==> config.mk <==
export PLATFORM = sky130hd
export DESIGN_NAME = wb_dma
export DESIGN_NICKNAME = d
export VERILOG_FILES = /design/src/rtl/wb_dma.sv
export SDC_FILE = /design/constraint.sdc
export NUM_CORES = 1
export LEC_CHECK = 0
export CAP_MARGIN = 10
export CORE_ASPECT_RATIO = 2
export CORE_MARGIN = 3
export CORE_UTILIZATION = 40
export CTS_CLUSTER_DIAMETER = 150
export DETAILED_ROUTE_END_ITERATION = 8
export DONT_BUFFER_PORTS = 1
export MAX_ROUTING_LAYER = met4
export PLACE_DENSITY = 0.5
export SETUP_SLACK_MARGIN = 0.02
export SLEW_MARGIN = 20
export SYNTH_ARGS = -nofsm -noshare
export SYNTH_HDL_FRONTEND = slang
export SYNTH_SLANG_ARGS = --single-unit
==> constraint.sdc <==
create_clock -name clk_i -period 6.7 [get_ports clk_i]
set_input_delay 1.34 -clock clk_i [delete_from_list [all_inputs] [get_ports clk_i]]
set_output_delay 1.34 -clock clk_i [all_outputs]
set_load 0.05 [all_outputs]
==> src/rtl/wb_dma.sv <==
// Wishbone block-copy initiator: reads a word from src, writes it to dst, repeats len times.
// Latency: bus strobe one cycle after an accepted start; 4 cycles per word with single-cycle acks.
// Backpressure: each access holds cyc/stb/adr until ack, err or the wait-counter timeout.
module wb_dma #(
    parameter int ADR_WIDTH = 32,
    parameter int DAT_WIDTH = 32,
    parameter int SEL_WIDTH = 4,
    parameter int LEN_WIDTH = 16,
    parameter int TIMEOUT   = 255
) (
    input  logic                 clk_i,
    input  logic                 rst_i,
    input  logic                 start_i,
    input  logic [ADR_WIDTH-1:0] src_adr_i,
    input  logic [ADR_WIDTH-1:0] dst_adr_i,
    input  logic [LEN_WIDTH-1:0] len_i,
    output logic                 busy_o,
    output logic                 done_o,
    output logic                 err_o,
    output logic                 dma_cyc_o,
    output logic                 dma_stb_o,
    output logic                 dma_we_o,
    output logic [SEL_WIDTH-1:0] dma_sel_o,
    output logic [ADR_WIDTH-1:0] dma_adr_o,
    output logic [DAT_WIDTH-1:0] dma_dat_o,
    input  logic [DAT_WIDTH-1:0] dma_dat_i,
    input  logic                 dma_ack_i,
    input  logic                 dma_err_i
);

    localparam int TW = (TIMEOUT < 2) ? 1 : $clog2(TIMEOUT + 1);

    typedef enum logic [2:0] {IDLE, RD, RGAP, WR, WGAP} state_t;

    state_t               state, state_d;
    logic [ADR_WIDTH-1:0] src_ptr, src_d, dst_ptr, dst_d, adr_d;
    logic [LEN_WIDTH-1:0] cnt, cnt_d;
    logic [TW-1:0]        wait_cnt, wait_d;
    logic [DAT_WIDTH-1:0] dat_d;
    logic                 done_d, err_d, stb_d, we_d, stb_q;
    logic                 abort, timeout_hit;

    // Abort on the cycle the counter would reach TIMEOUT, so stb is high for exactly TIMEOUT cycles.
    assign timeout_hit = (TIMEOUT != 0) && (wait_cnt == TW'(TIMEOUT - 1));

    always_comb begin
        state_d = state;
        src_d   = src_ptr;
        dst_d   = dst_ptr;
        cnt_d   = cnt;
        wait_d  = wait_cnt;
        dat_d   = dma_dat_o;
        done_d  = 1'b0;
        err_d   = err_o;
        abort   = 1'b0;

        case (state)
            IDLE: begin
                if (start_i) begin
                    err_d = 1'b0;
                    if (len_i != '0) begin
                        src_d   = src_adr_i;
                        dst_d   = dst_adr_i;
                        cnt_d   = len_i;
                        wait_d  = '0;
                        state_d = RD;
                    end else begin
                        done_d = 1'b1;
                    end
                end
            end
            RD: begin
                if (dma_err_i) begin
                    abort = 1'b1;
                end else if (dma_ack_i) begin
                    dat_d   = dma_dat_i;
                    src_d   = src_ptr + ADR_WIDTH'(SEL_WIDTH);
                    state_d = RGAP;
                end else if (timeout_hit) begin
                    abort = 1'b1;
                end else begin
                    wait_d = wait_cnt + 1'b1;
                end
            end
            RGAP: begin
                wait_d  = '0;
                state_d = WR;
            end
            WR: begin
                if (dma_err_i) begin
                    abort = 1'b1;
                end else if (dma_ack_i) begin
                    dst_d = dst_ptr + ADR_WIDTH'(SEL_WIDTH);
                    cnt_d = cnt - 1'b1;
                    if (cnt == LEN_WIDTH'(1)) begin
                        done_d  = 1'b1;
                        state_d = IDLE;
                    end else begin
                        state_d = WGAP;
                    end
                end else if (timeout_hit) begin
                    abort = 1'b1;
                end else begin
                    wait_d = wait_cnt + 1'b1;
                end
            end
            WGAP: begin
                wait_d  = '0;
                state_d = RD;
            end
            default: state_d = IDLE;
        endcase

        // Pointers and count keep their pre-abort values.
        if (abort) begin
            state_d = IDLE;
            done_d  = 1'b1;
            err_d   = 1'b1;
        end

        stb_d = (state_d == RD) || (state_d == WR);
        we_d  = (state_d == WR);
        if (state_d == RD)
            adr_d = src_d;
        else if (state_d == WR)
            adr_d = dst_d;
        else
            adr_d = dma_adr_o;
    end

    always_ff @(posedge clk_i) begin
        if (rst_i) begin
            state     <= IDLE;
            src_ptr   <= '0;
            dst_ptr   <= '0;
            cnt       <= '0;
            wait_cnt  <= '0;
            stb_q     <= 1'b0;
            dma_we_o  <= 1'b0;
            dma_sel_o <= '0;
            dma_adr_o <= '0;
            dma_dat_o <= '0;
            busy_o    <= 1'b0;
            done_o    <= 1'b0;
            err_o     <= 1'b0;
        end else begin
            state     <= state_d;
            src_ptr   <= src_d;
            dst_ptr   <= dst_d;
            cnt       <= cnt_d;
            wait_cnt  <= wait_d;
            stb_q     <= stb_d;
            dma_we_o  <= we_d;
            dma_sel_o <= stb_d ? '1 : '0;
            dma_adr_o <= adr_d;
            dma_dat_o <= dat_d;
            busy_o    <= (state_d != IDLE);
            done_o    <= done_d;
            err_o     <= err_d;
        end
    end

    assign dma_cyc_o = stb_q;
    assign dma_stb_o = stb_q;

endmodule
## Word level (Yosys, flattened, before mapping)

Cells that the tools add are included.

| operators by class | value |
|---|---|
| add/subtract/negate cells | 4 |
| multipliers | 0 |
| divide/modulo/power cells | 0 |
| magnitude comparators | 0 |
| eq/ne operators | 15 |
| shift operators | 0 |
| muxes and demuxes | 47 |
| bitwise operators | 1 |
| reductions and logical operators | 15 |

Operators by type and width:

| cell | count |
|---|---|
| $mux W32 | 10 |
| $pmux W32 S2 | 2 |
| $add A32 B3 Y32 const B | 2 |
| $mux W16 | 4 |
| $mux W8 | 5 |
| $pmux W16 S2 | 1 |
| $mux W3 | 8 |
| $pmux W8 S3 | 1 |
| $eq A16 B1 Y1 const B | 1 |
| $reduce_bool A16 Y1 | 1 |
| $sub A16 B1 Y16 const B | 1 |
| $pmux W3 S5 | 1 |
| $ne A2 B2 Y1 const B | 7 |
| $mux W1 | 13 |
| $eq A3 B2 Y1 const B | 3 |
| $add A8 B1 Y8 const B | 1 |
| $eq A8 B8 Y1 const B | 1 |
| $reduce_bool A2 Y1 | 4 |
| $eq A3 B1 Y1 const B | 2 |
| $reduce_and A6 Y1 | 1 |
| $reduce_bool A3 Y1 | 2 |
| $reduce_and A5 Y1 | 1 |
| $mux W4 | 1 |
| $reduce_or A2 Y1 | 2 |
| other kinds (7) | 7 |

| storage, ports and cells | value |
|---|---|
| register bits | 164 |
| latch bits | 0 |
| RAM bits | 0 |
| memory bits (read-only) | 0 |
| input bits | 117 |
| output and inout bits | 74 |
| word-level logic and storage cells | 95 |
| memories kept | 0 |

## Logic depth before layout (Yosys ltp)

| logic depth | value |
|---|---|
| word-level depth | 9 |
| mapped depth | 10 |
| gate-level depth less buffers | 9 |

## Worst setup path before layout

No wires, ideal clock.

| timing path | value |
|---|---|
| kind | input to register |
| start point | input port len_i[0] |
| end point | register dma_adr_o[11] |
| setup time | 116 ps |
| arrival | 2957 ps |
| required time | 6584 ps |
| setup slack | 3627 ps |
| stages | 8 |
| buffers on the path | 2 |
| cells stage by stage | nor4_1 -> and4_1 -> buf_2 -> nor2_1 -> clkbuf_1 -> a221oi_1 -> nand2_1 -> a31o_2 |

| between the ends | value |
|---|---|
| word-level cells in the longest chain between the ends | 7 |
| elaborated cells on any way between the ends | 16 |
| classes of those cells | eq/ne: 2; mux: 12; reduce/logical: 2 |

Ends and longest elaborated chain:

| item | RTL line | text |
|---|---|---|
| start: declaration | 16 | `input logic [LEN_WIDTH-1:0] len_i,` |
| $reduce_bool A16 Y1 (*) | 61 | `if (len_i != '0) begin` |
| $mux W3 | 61 |  |
| $mux W3 | 59 | `if (start_i) begin` |
| $pmux W3 S5 | 57 | `case (state)` |
| $mux W3 | 115 | `if (abort) begin` |
| $eq A3 B1 Y1 or $eq A3 B2 Y1 (tied branches) | 123, 125 |  |
| $mux W32 or $reduce_bool A2 Y1 (tied branches) | - |  |
| end signal: assignment | 155 | `dma_adr_o <= adr_d;` |
| end: declaration | 24 | `output logic [ADR_WIDTH-1:0] dma_adr_o,` |

Every way passes the cells marked *; elsewhere a longest branch is shown, timed or not. The select of a mux whose other input is x is not followed.
A chain may end at the register's enable or synchronous reset.

## Worst setup path in the final report

| timing path | value |
|---|---|
| start point | input port len_i[11] |
| end point | register dma_adr_o[31] |

The elaborated chain is that of the path after synthesis.

==> out/results.md <==
• **status** complete, no violations
• **number of port buffers** 0
• **Crit Path Max Fanout** 13
• **routability cong.** 0.8557
• **number of antenna violations at the first check in global routing** 1
• **cell area after placement** 8379 µm²
• **design internal power** 1.797 mW
• **delay of the slowest cell on the worst path** 0.68 ns
• **share of Yosys cell area claimed by the top area cell type** 38.79%
• **Reg clk slew, reported paths** 0.07 ns
• **clock tree root buffer cell** sky130_fd_sc_hd__clkbuf_16
• **Max Clk Rate** 257.7 MHz
• **clock network fraction of total power** 41.6%
• **Synth cell types** 76
• **clock buffers created by TritonCTS** 17
• **final hold viol count** 0
• **number of gates given a new drive strength after cts** 0
• **most area-consuming cells after synthesis** sky130_fd_sc_hd__dfxtp_1, sky130_fd_sc_hd__nand2_1, sky130_fd_sc_hd__a21oi_1
• **crit path cell chain** nor4_1 -> nand4_1 -> buf_4 -> a21oi_1 -> or3_1 -> inv_1 -> nand2_1 -> o221ai_1
• **total half-perimeter wirelength after legalization and detailed placement** 21750 µm
• **Crit. End Element** flip-flop
• **signed area change from the synthesized netlist to the final layout** 9.380%
• **average wire per standard cell** 22.99 µm
• **number of sinks handled by clock tree synthesis** 160
• **number of remaining DRC errors** 0
• **First DRT Iteration DRCs** 577
• **clock latency on the worst-skew pair** 0.44 ns
• **clock tree from TritonCTS** yes
• **slowest stage cell, crit path** sky130_fd_sc_hd__a21oi_1
• **power density normalized to cell area** 285.7 nW/µm²
• **Floorplan Core Area** 20090 µm²
• **buffer levels on the longest clock path** 2
• **synthesized instance count** 1077
• **transition at the pin with the smallest max-transition slack** 0.9434 ns
• **Synth Register Bits** 160
• **TritonRoute pass-1 iters** 5
• **wire length of the first global-routing pass** 44490 µm
• **Final Max Slew Viols** 0
• **commonest non-fill, non-tap cell in the layout** sky130_fd_sc_hd__nand2_1
• **Starting Density** 41.09%
• **setup slack after placement** 2.406 ns
• **commonest cells after routing, fill and taps aside** sky130_fd_sc_hd__nand2_1, sky130_fd_sc_hd__dfxtp_1, sky130_fd_sc_hd__a21oi_1, sky130_fd_sc_hd__nor2_1, sky130_fd_sc_hd__nand3_1
• **signal arrival time at the worst endpoint** 4.19 ns
• **Finished Core Util** 44.94%
• **post-layout worst setup margin** 2.820 ns
• **count of endpoints failing setup in the final report** 0
• **largest area contributor in the netlist** sky130_fd_sc_hd__dfxtp_1
• **full die area** 22510 µm²
• **number of vias per cell after detailed routing** 6.071
• **top flip-flop cell by instance count after synthesis** sky130_fd_sc_hd__dfxtp_1
• **share of synthesized area occupied by flip-flops and latches** 38.79%
• **global router's overall resource usage** 26.69%
• **sequential share of power** 46.5%
• **net count reported at finish** 1155
• **VDD IR-drop max** 0.2147 mV
• **Total Neg Setup Slack** 0 ns
• **number of synthesized flops with an enable pin** 0
• **total wirelength of the detailed-routed design** 30050 µm
• **clock period minus final worst setup slack** 3.880 ns
• **max-cap check violation count** 0
• **vias post-DR** 7935
• **vertical die dimension** 209.2 µm
• **number of H-tree levels** 4
• **switching share of total power** 30.36%
• **layout cell share with drive strength beyond 1** 6.897%
• **row count** 73
• **asr flop ratio synth** 0%
• **setup slack, reg-to-reg** 3.63 ns
• **class of the most critical hold timing path** reg -> reg
• **Synthesis Warnings** 0
• **number of routed nets with antenna violations** 0
• **setup repair after global routing missed its margin** no
• **final clock period utilization by the worst path** 57.91%
• **nets in the synthesized netlist** 1200
• **final setup skew** 0.01108 ns
• **Max-slew headroom** 36.53%
• **total chip power** 2.580 mW
• **number of inserted filler cells in the final layout** 2082
• **Crit Path Class** in -> reg
• **number of buffers inserted for hold repair after clock tree synthesis** 0
• **vias in the first global route** 7528
• **critical path launch point type** input pin
• **Post-CTS Repair Setup Buffers** 0
• **number of top-level pins** 191
• **maximum number of pins on one net before global-route repair** 128
• **overall die width** 107.6 µm
• **switching power summed over all nets** 0.7833 mW
• **cell area after technology mapping** 8257 µm²
• **synthesized area per cell** 7.666 µm²
• **LEAKAGE** 3.076 nW
• **data required time of the critical path** 7.00 ns
• **Non-Filler Cell Area, Final** 9031 µm²
• **Remaining Overflow, GRT** 0
• **combinational fraction of design power** 11.9%
## power groups by stage
stage                     registers, mW  clock network, mW  logic (mW)
final                              1.20               1.07       0.306
after global routing               1.21               1.14       0.339
after floorplan                    1.18                  0       0.258
after global placement             1.22                  0       0.305
after detailed placement           1.22                  0       0.306
after CTS                          1.20               1.10       0.307
## per-layer routing
metal	share of wire, %	vias up	GRT usage (%)
met4	2.5	0	9.547
met1	37	3812	28.43
met2	54	232	47.53
met5	0	-	-
li1	-	3851	-
met3	6.0	40	6.121
## through the flow
stage	hold slack [ns]	cells
2_1_floorplan	0.4366	1077
3_3_place_gp	0.4386	1275
3_5_place_dp	0.4454	1275
4_1_cts	0.4543	1306
5_1_grt	0.4731	1307
6_report	0.4616	1307
## registers in the layout, summed over array words and instances (netlist names)
register and flops:
dma_adr_o 32, dma_dat_o 32, dst_ptr 32, src_ptr 32
cnt 16, wait_cnt 8, state 3, busy_o 1
dma_sel_o 1, dma_we_o 1, done_o 1, err_o 1
## logic make-up after synthesis
logic type      synth area share, %
compound gates                23.97
xor+xnor                     0.9547
fa+ha+maj                    0.9092
buf+inv                       5.092
flops                         38.79
mux                           1.106
simple gates                  29.17
## critical path: cells and delay by family
| family | cells | cell delay [ns] |
|---|---|---|
| buffers and inverters | 2 | 0.52 |
| AND/OR/NAND/NOR | 4 | 1.47 |
| AO/OA/AOI/OAI | 2 | 0.85 |
## worst paths after layout
check / to / startpoint / cells past startpoint
min: dst_ptr[0] / dst_ptr[0] / 2
min reg2reg: dst_ptr[0] / dst_ptr[0] / 2
max: dma_adr_o[31] / len_i[11] / 8
max reg2reg: dma_adr_o[4] / state[0] / 6
## cells in the mapped netlist (all sizes together), types with 9 or more instances
library cell  instances
a22o                 11
inv                  22
a31oi                20
nor2                102
nor3                 24
o21ai                42
a211oi               12
or3                  10
a21oi               113
nor4                 27
and2                  9
and3                 16
or4                  10
nand4                34
buf                  23
nand2               168
nand3                52
o211ai               12
clkbuf               55
a311oi               11
dfxtp               160
## cell type report
cell class	instances	area, µm²	share of cell area (%)
Tap cell	262	327.8	3.630
Inverter	23	86.33	0.9559
Antenna cell	1	2.502	0.02771
Clock buffer	22	494.2	5.472
Clock inverter	9	153.9	1.704
Timing Repair Buffer	14	105.1	1.164
Multi-Input combinational cell	816	4654	51.54
Sequential cell	160	3207	35.51
No activity file was read; power rests on OpenSTA's default activity.
